**src/rtl/frame_strobe_sequencer.sv**
```systemverilog
// frame_strobe_sequencer: assembles one configuration frame from a word stream
// (header, NumRows data words, optional checksum word) into FrameData, then
// pulses the addressed FrameStrobe bit for StrobeCycles clocks.
// Build option: define FRAME_CRC_EN to require an XOR checksum word per packet.
//
// state  | meaning
// IDLE   | waiting for a header word, in_ready high
// LOAD   | accepting NumRows data words into FrameData rows
// CHECK  | accepting the checksum word (FRAME_CRC_EN builds only)
// STROBE | one FrameStrobe bit high for StrobeCycles clocks
// GAP    | single low-strobe cycle before returning to IDLE
module frame_strobe_sequencer #(
  parameter int MaxFramesPerCol = 20,
  parameter int FrameBitsPerRow = 32,
  parameter int NumRows         = 4,
  parameter int NumColumns      = 4,
  parameter int StrobeCycles    = 2
) (
  input  logic                                  UserCLK,
  input  logic                                  resetn,
  input  logic [FrameBitsPerRow-1:0]            in_data,
  input  logic                                  in_valid,
  output logic                                  in_ready,
  output logic [FrameBitsPerRow*NumRows-1:0]    FrameData,
  output logic [MaxFramesPerCol*NumColumns-1:0] FrameStrobe,
  output logic                                  busy,
  output logic                                  err,
  input  logic                                  err_clr,
  output logic [15:0]                           frames_done
);

  localparam int StrobeW = MaxFramesPerCol * NumColumns;
  localparam int RowW    = (NumRows > 1) ? $clog2(NumRows) : 1;
  localparam int CntW    = (StrobeCycles > 1) ? $clog2(StrobeCycles) : 1;

  localparam logic [RowW-1:0] LastRow    = RowW'(NumRows - 1);
  localparam logic [CntW-1:0] StrobeLoad = CntW'(StrobeCycles - 1);
  localparam logic [7:0]      NumColsL   = 8'(NumColumns);
  localparam logic [5:0]      NumFramesL = 6'(MaxFramesPerCol);

  typedef enum logic [2:0] {
    S_IDLE,
    S_LOAD,
`ifdef FRAME_CRC_EN
    S_CHECK,
`endif
    S_STROBE,
    S_GAP
  } state_t;

  state_t              state;
  logic [7:0]          col_q;
  logic [4:0]          frame_q;
  logic [RowW-1:0]     row_q;
  logic                drop_q;
  logic [CntW-1:0]     strobe_cnt;
  logic [15:0]         strobe_idx;
  logic [StrobeW-1:0]  strobe_onehot;
  logic                accept;
`ifdef FRAME_CRC_EN
  logic [FrameBitsPerRow-1:0] crc_q;
`endif

  assign accept        = in_valid & in_ready;
  assign strobe_idx    = 16'(col_q) * 16'(MaxFramesPerCol) + 16'(frame_q);
  assign strobe_onehot = {{(StrobeW-1){1'b0}}, 1'b1} << strobe_idx;

  // Packet sequencing; every output is a flop so nothing downstream sees glitches.
  always_ff @(posedge UserCLK or negedge resetn) begin
    if (!resetn) begin
      state       <= S_IDLE;
      in_ready    <= 1'b0;
      busy        <= 1'b0;
      err         <= 1'b0;
      frames_done <= '0;
      FrameData   <= '0;
      FrameStrobe <= '0;
      col_q       <= '0;
      frame_q     <= '0;
      row_q       <= '0;
      drop_q      <= 1'b0;
      strobe_cnt  <= '0;
`ifdef FRAME_CRC_EN
      crc_q       <= '0;
`endif
    end else begin
      // Clear first so an error raised later in this same cycle wins.
      if (err_clr) err <= 1'b0;
      case (state)
        S_IDLE: begin
          in_ready <= 1'b1;
          if (accept) begin
            col_q   <= in_data[15:8];
            frame_q <= in_data[4:0];
            row_q   <= '0;
`ifdef FRAME_CRC_EN
            crc_q   <= '0;
`endif
            if (in_data[31:24] != 8'hFA) begin
              err <= 1'b1;
            end else begin
              state  <= S_LOAD;
              busy   <= 1'b1;
              drop_q <= (in_data[15:8] >= NumColsL) ||
                        ({1'b0, in_data[4:0]} >= NumFramesL);
            end
          end
        end
        S_LOAD: begin
          if (accept) begin
            if (!drop_q) FrameData[row_q*FrameBitsPerRow +: FrameBitsPerRow] <= in_data;
`ifdef FRAME_CRC_EN
            crc_q <= crc_q ^ in_data;
`endif
            row_q <= row_q + 1'b1;
            if (row_q == LastRow) begin
              if (drop_q) err <= 1'b1;
`ifdef FRAME_CRC_EN
              state <= S_CHECK;
`else
              in_ready <= 1'b0;
              if (drop_q) begin
                state <= S_GAP;
              end else begin
                state       <= S_STROBE;
                FrameStrobe <= strobe_onehot;
                strobe_cnt  <= StrobeLoad;
                frames_done <= frames_done + 16'd1;
              end
`endif
            end
          end
        end
`ifdef FRAME_CRC_EN
        S_CHECK: begin
          if (accept) begin
            in_ready <= 1'b0;
            if (drop_q) begin
              state <= S_GAP;
            end else if (in_data != crc_q) begin
              err   <= 1'b1;
              state <= S_GAP;
            end else begin
              state       <= S_STROBE;
              FrameStrobe <= strobe_onehot;
              strobe_cnt  <= StrobeLoad;
              frames_done <= frames_done + 16'd1;
            end
          end
        end
`endif
        S_STROBE: begin
          if (strobe_cnt == '0) begin
            FrameStrobe <= '0;
            state       <= S_GAP;
          end else begin
            strobe_cnt <= strobe_cnt - 1'b1;
          end
        end
        S_GAP: begin
          state    <= S_IDLE;
          busy     <= 1'b0;
          in_ready <= 1'b1;
        end
        default: begin
          state       <= S_IDLE;
          busy        <= 1'b0;
          in_ready    <= 1'b0;
          FrameStrobe <= '0;
        end
      endcase
    end
  end

endmodule

```
**config.mk**
```make
export PLATFORM = sky130hd
export DESIGN_NAME = frame_strobe_sequencer
export DESIGN_NICKNAME = d
export VERILOG_FILES = /design/src/rtl/frame_strobe_sequencer.sv
export SDC_FILE = /design/constraint.sdc
export NUM_CORES = 1
export LEC_CHECK = 0
export BUFFER_PORTS_ARGS = -buffer_cell sky130_fd_sc_hd__buf_2
export CORE_ASPECT_RATIO = 0.6
export CORE_UTILIZATION = 40
export DETAILED_ROUTE_END_ITERATION = 10
export GPL_TIMING_DRIVEN = 0
export SYNTH_ARGS = -nofsm -noshare
export SYNTH_HDL_FRONTEND = slang
export SYNTH_SLANG_ARGS = --single-unit
export TNS_END_PERCENT = 1
```
**constraint.sdc**
```tcl
create_clock -name UserCLK -period 3.5 [get_ports UserCLK]
set_clock_uncertainty 0.1 [all_clocks]
set_input_delay 0.875 -clock UserCLK [delete_from_list [all_inputs] [get_ports UserCLK]]
set_output_delay 0.875 -clock UserCLK [all_outputs]
set_load 0.005 [all_outputs]
```
==> impl_metrics.csv <==
group,metric,value,unit
detailed_routing,detailroute.via_count,9038,
pwr,peakVddDrop,458,uV
detailed_routing,route.detailed.vias_per_inst,5.18,
placement,place_congestion,0.834,
floorplanning,chipHeight,127,um
placement,placedCellCount,1696,
setup_path,crit_path_max_fanout,10,
timing,layout_worst_path_cycle_share,0.981,
detailed_routing,top_signal_layer_used,"met4",
logic_synthesis,synth_cell_type_count,55,
final_layout,n_fill_cell,2422,
logic_synthesis,yosysWarningCount,0,
pwr,p_int,5900,uW
setup_path,critical_path_launch_point_type,"flip-flop",
timing,achievable-frequency,291,MHz
detailed_routing,routedLengthMet1,15900,um
placement,port_buffers,262,
setup_path,cp.arrival,3.69,ns
cts,max-clock-path-buffers,3,
cts,cts_tree,"yes",
final_layout,drive_above_1_share,0.243,
timing,final_max_slew_viol_count,0,
pwr,p_per_area,751,nW/um^2
detailed_routing,remaining_drc_errors,0,
logic_synthesis,syn-num-nets,1144,
setup_path,timing_worst_setup_path_type,"flip-flop to flip-flop",
global_routing,grt_first_pass_wirelength,48800,um
timing,tightestPinTransition,0.903,ns
final_layout,postLayoutCellArea,13100,um^2
cts,htree_num_levels,1,
detailed_routing,route.detailed.wl_per_inst,18.1,um
floorplanning,placeableCoreArea,25500,um^2
setup_path,req_time_crit_path,3.76,ns
global_routing,first_global_vias,8287,
detailed_routing,route.antenna.remaining_nets,0,
pwr,leakage,0.00651,uW
global_routing,antenna_found_initial,1,
cts,cts_made_buffers,24,
logic_synthesis,synth-async-reset-ratio,1.00,
final_layout,layout.cells.most_common,"sky130_fd_sc_hd__nand2_1",
logic_synthesis,postSynthAreaPerCell,9.71,um^2
pwr,share_seq_of_total_power,0.344,
floorplanning,dieWidth,211,um
global_routing,overflow,0,
floorplanning,placementRows,45,
timing,layout_min_cycle_time,3.43,ns
logic_synthesis,synth-main-ff-cell,"sky130_fd_sc_hd__dfrtp_1",
final_layout,nets,1440,
detailed_routing,detail_route.first_pass.iterations,5,
pwr,switching_power,3980,uW
status,run_status,"complete, no violations",
timing,whs,0.247,ns
pwr,power_frac_clock,0.259,
timing,maxSlewHeadroom,0.397,
floorplanning,design.portCount,263,
detailed_routing,wl_met2,13000,um
floorplanning,start_util,0.411,
setup_path,timing.critical_path.to_type,"flip-flop",
placement,detailed_place.area,12300,um^2
cts,cts_root_buf,"sky130_fd_sc_hd__clkbuf_16",
final_layout,post_layout_nonfiller_instances,1745,
global_routing,grt_start_max_net_pins,86,
cts,clk_pin_slew_worst_paths,0.06,ns
pwr,power.combinational.fraction,0.397,
worst_hold_path,timing.hold.worst.class,"input port to asynchronous set/reset pin",
detailed_routing,wl_met3,2100,um
logic_synthesis,netlist_instances,1080,
detailed_routing,route.final.wire_length,31500,um
placement,place.detailed.hpwl,23100,um
logic_synthesis,synth.ff_latch_count,246,
logic_synthesis,number_of_enable_flip_flop_cells_after_synthesis,0,
cts,clk-insertion-delay-late,0.52,ns
pwr,power_switching_share,0.403,
timing,timing.final.setup_violations,0,
floorplanning,dieArea,26900,um^2
final_layout,layout_common_cells,"sky130_fd_sc_hd__nand2_1, sky130_fd_sc_hd__buf_2, sky130_fd_sc_hd__dfrtp_1",
logic_synthesis,synth-seq-area-share,0.587,
flow_run,max_cap_viol_count,0,
timing,unrepaired_setup_endpoints_after_global_routing,"yes",
global_routing,grtUsageTotal,0.233,
logic_synthesis,mappedNetlistArea,10500,um^2
detailed_routing,drc_marker_count_from_the_first_detailed_route_iteration,725,
cts,cts.sink_count,246,
pwr,fin_total_pwr,9870,uW
timing,timing_hold_violations_final,0,
final_layout,layout-area-overhead-vs-synth,25.4,%
-- registers in the layout, summed over array words and instances (netlist names) --
| register | count |
|---|---|
| in_ready | 1 |
| row_q | 2 |
| state | 2 |
| FrameStrobe | 80 |
| drop_q | 1 |
| frame_q | 5 |
| strobe_cnt | 1 |
| err | 1 |
| busy | 1 |
| frames_done | 16 |
| col_q | 8 |
| FrameData | 128 |
-- worst paths after layout --
kind                                      startpoint  cells past startpoint  slack (ns)                     endpoint
hold / removal                                resetn                      1        0.25  FrameStrobe[15]$_DFFE_PN0P_
max in group asynchronous                     resetn                      2        2.18    FrameData[51]$_DFFE_PN0P_
setup / recovery                col_q[1]$_DFFE_PN0P_                      9        0.07  FrameStrobe[78]$_DFFE_PN0P_
setup reg to reg                col_q[1]$_DFFE_PN0P_                      9        0.07  FrameStrobe[78]$_DFFE_PN0P_
hold reg to reg            FrameData[64]$_DFFE_PN0P_                      2        0.37    FrameData[64]$_DFFE_PN0P_
min in group UserCLK       FrameData[64]$_DFFE_PN0P_                      2        0.37    FrameData[64]$_DFFE_PN0P_
-- worst max-delay path: stages (launching register included) --
cell and delay [ns]:
sky130_fd_sc_hd__dfrtp_1 0.43, sky130_fd_sc_hd__ha_1 0.32, sky130_fd_sc_hd__ha_1 0.25, sky130_fd_sc_hd__fa_1 0.46
sky130_fd_sc_hd__and3_1 0.19, sky130_fd_sc_hd__a221oi_1 0.35, sky130_fd_sc_hd__o211ai_1 0.21, sky130_fd_sc_hd__clkbuf_1 0.27
sky130_fd_sc_hd__o211ai_1 0.53, sky130_fd_sc_hd__o21ai_0 0.16
-- metrics by stage --
stage / setup TNS [ns] / setup WS, ns / utilization
2_1_floorplan: 0 / 0.542 / -
3_3_place_gp: -744.28 / -3.07 / 0.480
3_5_place_dp: 0 / 0.0245 / 0.482
4_1_cts: 0 / 0.00431 / 0.513
5_1_grt: -2.05 / -0.118 / 0.516
6_report: 0 / 0.0678 / 0.516
-- layout make-up --
class | count | area (um^2) | area share
diodes | 1 | 2.50 | 0.000190
plain buffers | 54 | 205 | 0.0156
clock buffers | 36 | 707 | 0.0538
clock inverters | 6 | 58.8 | 0.00447
inverters | 11 | 41.3 | 0.00314
multi-input cells | 769 | 4120 | 0.313
flip-flops and latches | 246 | 6160 | 0.468
well taps | 352 | 440 | 0.0335
repair buffers | 270 | 1420 | 0.108
-- synthesized netlist by cell type (2+ instances only) --
master,count,area (um^2)
sky130_fd_sc_hd__nand2_1,357,1340
sky130_fd_sc_hd__dfrtp_1,246,6160
sky130_fd_sc_hd__o21ai_0,215,1080
sky130_fd_sc_hd__clkbuf_1,51,191
sky130_fd_sc_hd__ha_1,26,325
sky130_fd_sc_hd__mux2_2,16,180
sky130_fd_sc_hd__nand3_1,15,75.1
sky130_fd_sc_hd__nor2_1,15,56.3
sky130_fd_sc_hd__o211ai_1,13,97.6
sky130_fd_sc_hd__xnor2_1,12,105
sky130_fd_sc_hd__inv_1,11,41.3
sky130_fd_sc_hd__o31ai_1,9,67.6
sky130_fd_sc_hd__xor2_1,8,70.1
sky130_fd_sc_hd__nor3_1,7,35.0
sky130_fd_sc_hd__nand4_1,6,37.5
sky130_fd_sc_hd__a21oi_1,5,25.0
sky130_fd_sc_hd__and3_1,5,31.3
sky130_fd_sc_hd__a211oi_1,4,30.0
sky130_fd_sc_hd__and4_1,4,35.0
sky130_fd_sc_hd__or3_1,4,25.0
sky130_fd_sc_hd__a21o_1,3,22.5
sky130_fd_sc_hd__and2_1,3,18.8
sky130_fd_sc_hd__nand2b_1,3,18.8
sky130_fd_sc_hd__nand4b_1,3,26.3
sky130_fd_sc_hd__nor3b_1,3,22.5
sky130_fd_sc_hd__o41ai_2,3,48.8
sky130_fd_sc_hd__fa_1,2,40.0
sky130_fd_sc_hd__nor2b_1,2,12.5
sky130_fd_sc_hd__nor4_1,2,12.5
sky130_fd_sc_hd__o211ai_2,2,25.0
-- logic make-up (layout without fill, tap and decap cells) --
logic type | Yosys count | after routing | synth area share
and+or+nand+nor | 440 | 440 | 0.176
AOI/OAI and AO/OA | 263 | 263 | 0.142
DFF | 246 | 246 | 0.587
buffers and inverters | 65 | 377 | 0.0235
adders and majority gates | 28 | 28 | 0.0348
xor gates and xnor gates | 20 | 20 | 0.0167
muxes | 18 | 18 | 0.0194
other | 0 | 1 | 0
-- layer usage --
metal  vias to the layer above  global-route usage
li1                       4264                   -
met1                      4477               0.376
met2                       261               0.316
met3                        36              0.0529
met4                         0              0.0401
met5                         -                   0
-- what timing repair did --
| action | CTS | global route |
|---|---|---|
| resized for setup | 0 | 6 |
| pin swaps | 1 | 4 |
| hold endpoints to repair | 0 | 0 |
| setup endpoints to repair | 1 | 69 |
| hold buffers | 0 | 0 |
| setup buffers | 1 | 5 |
-- power groups by stage --
stage	clock, uW	combinational, uW	sequential, uW
after global placement	0	3660	3430
final	2560	3920	3390
after global routing	2720	4370	3440
after CTS	2610	3760	3390
after floorplan	0	2560	3410
after detailed placement	0	3740	3440
Note: power is estimated with default switching activity, not from simulation.
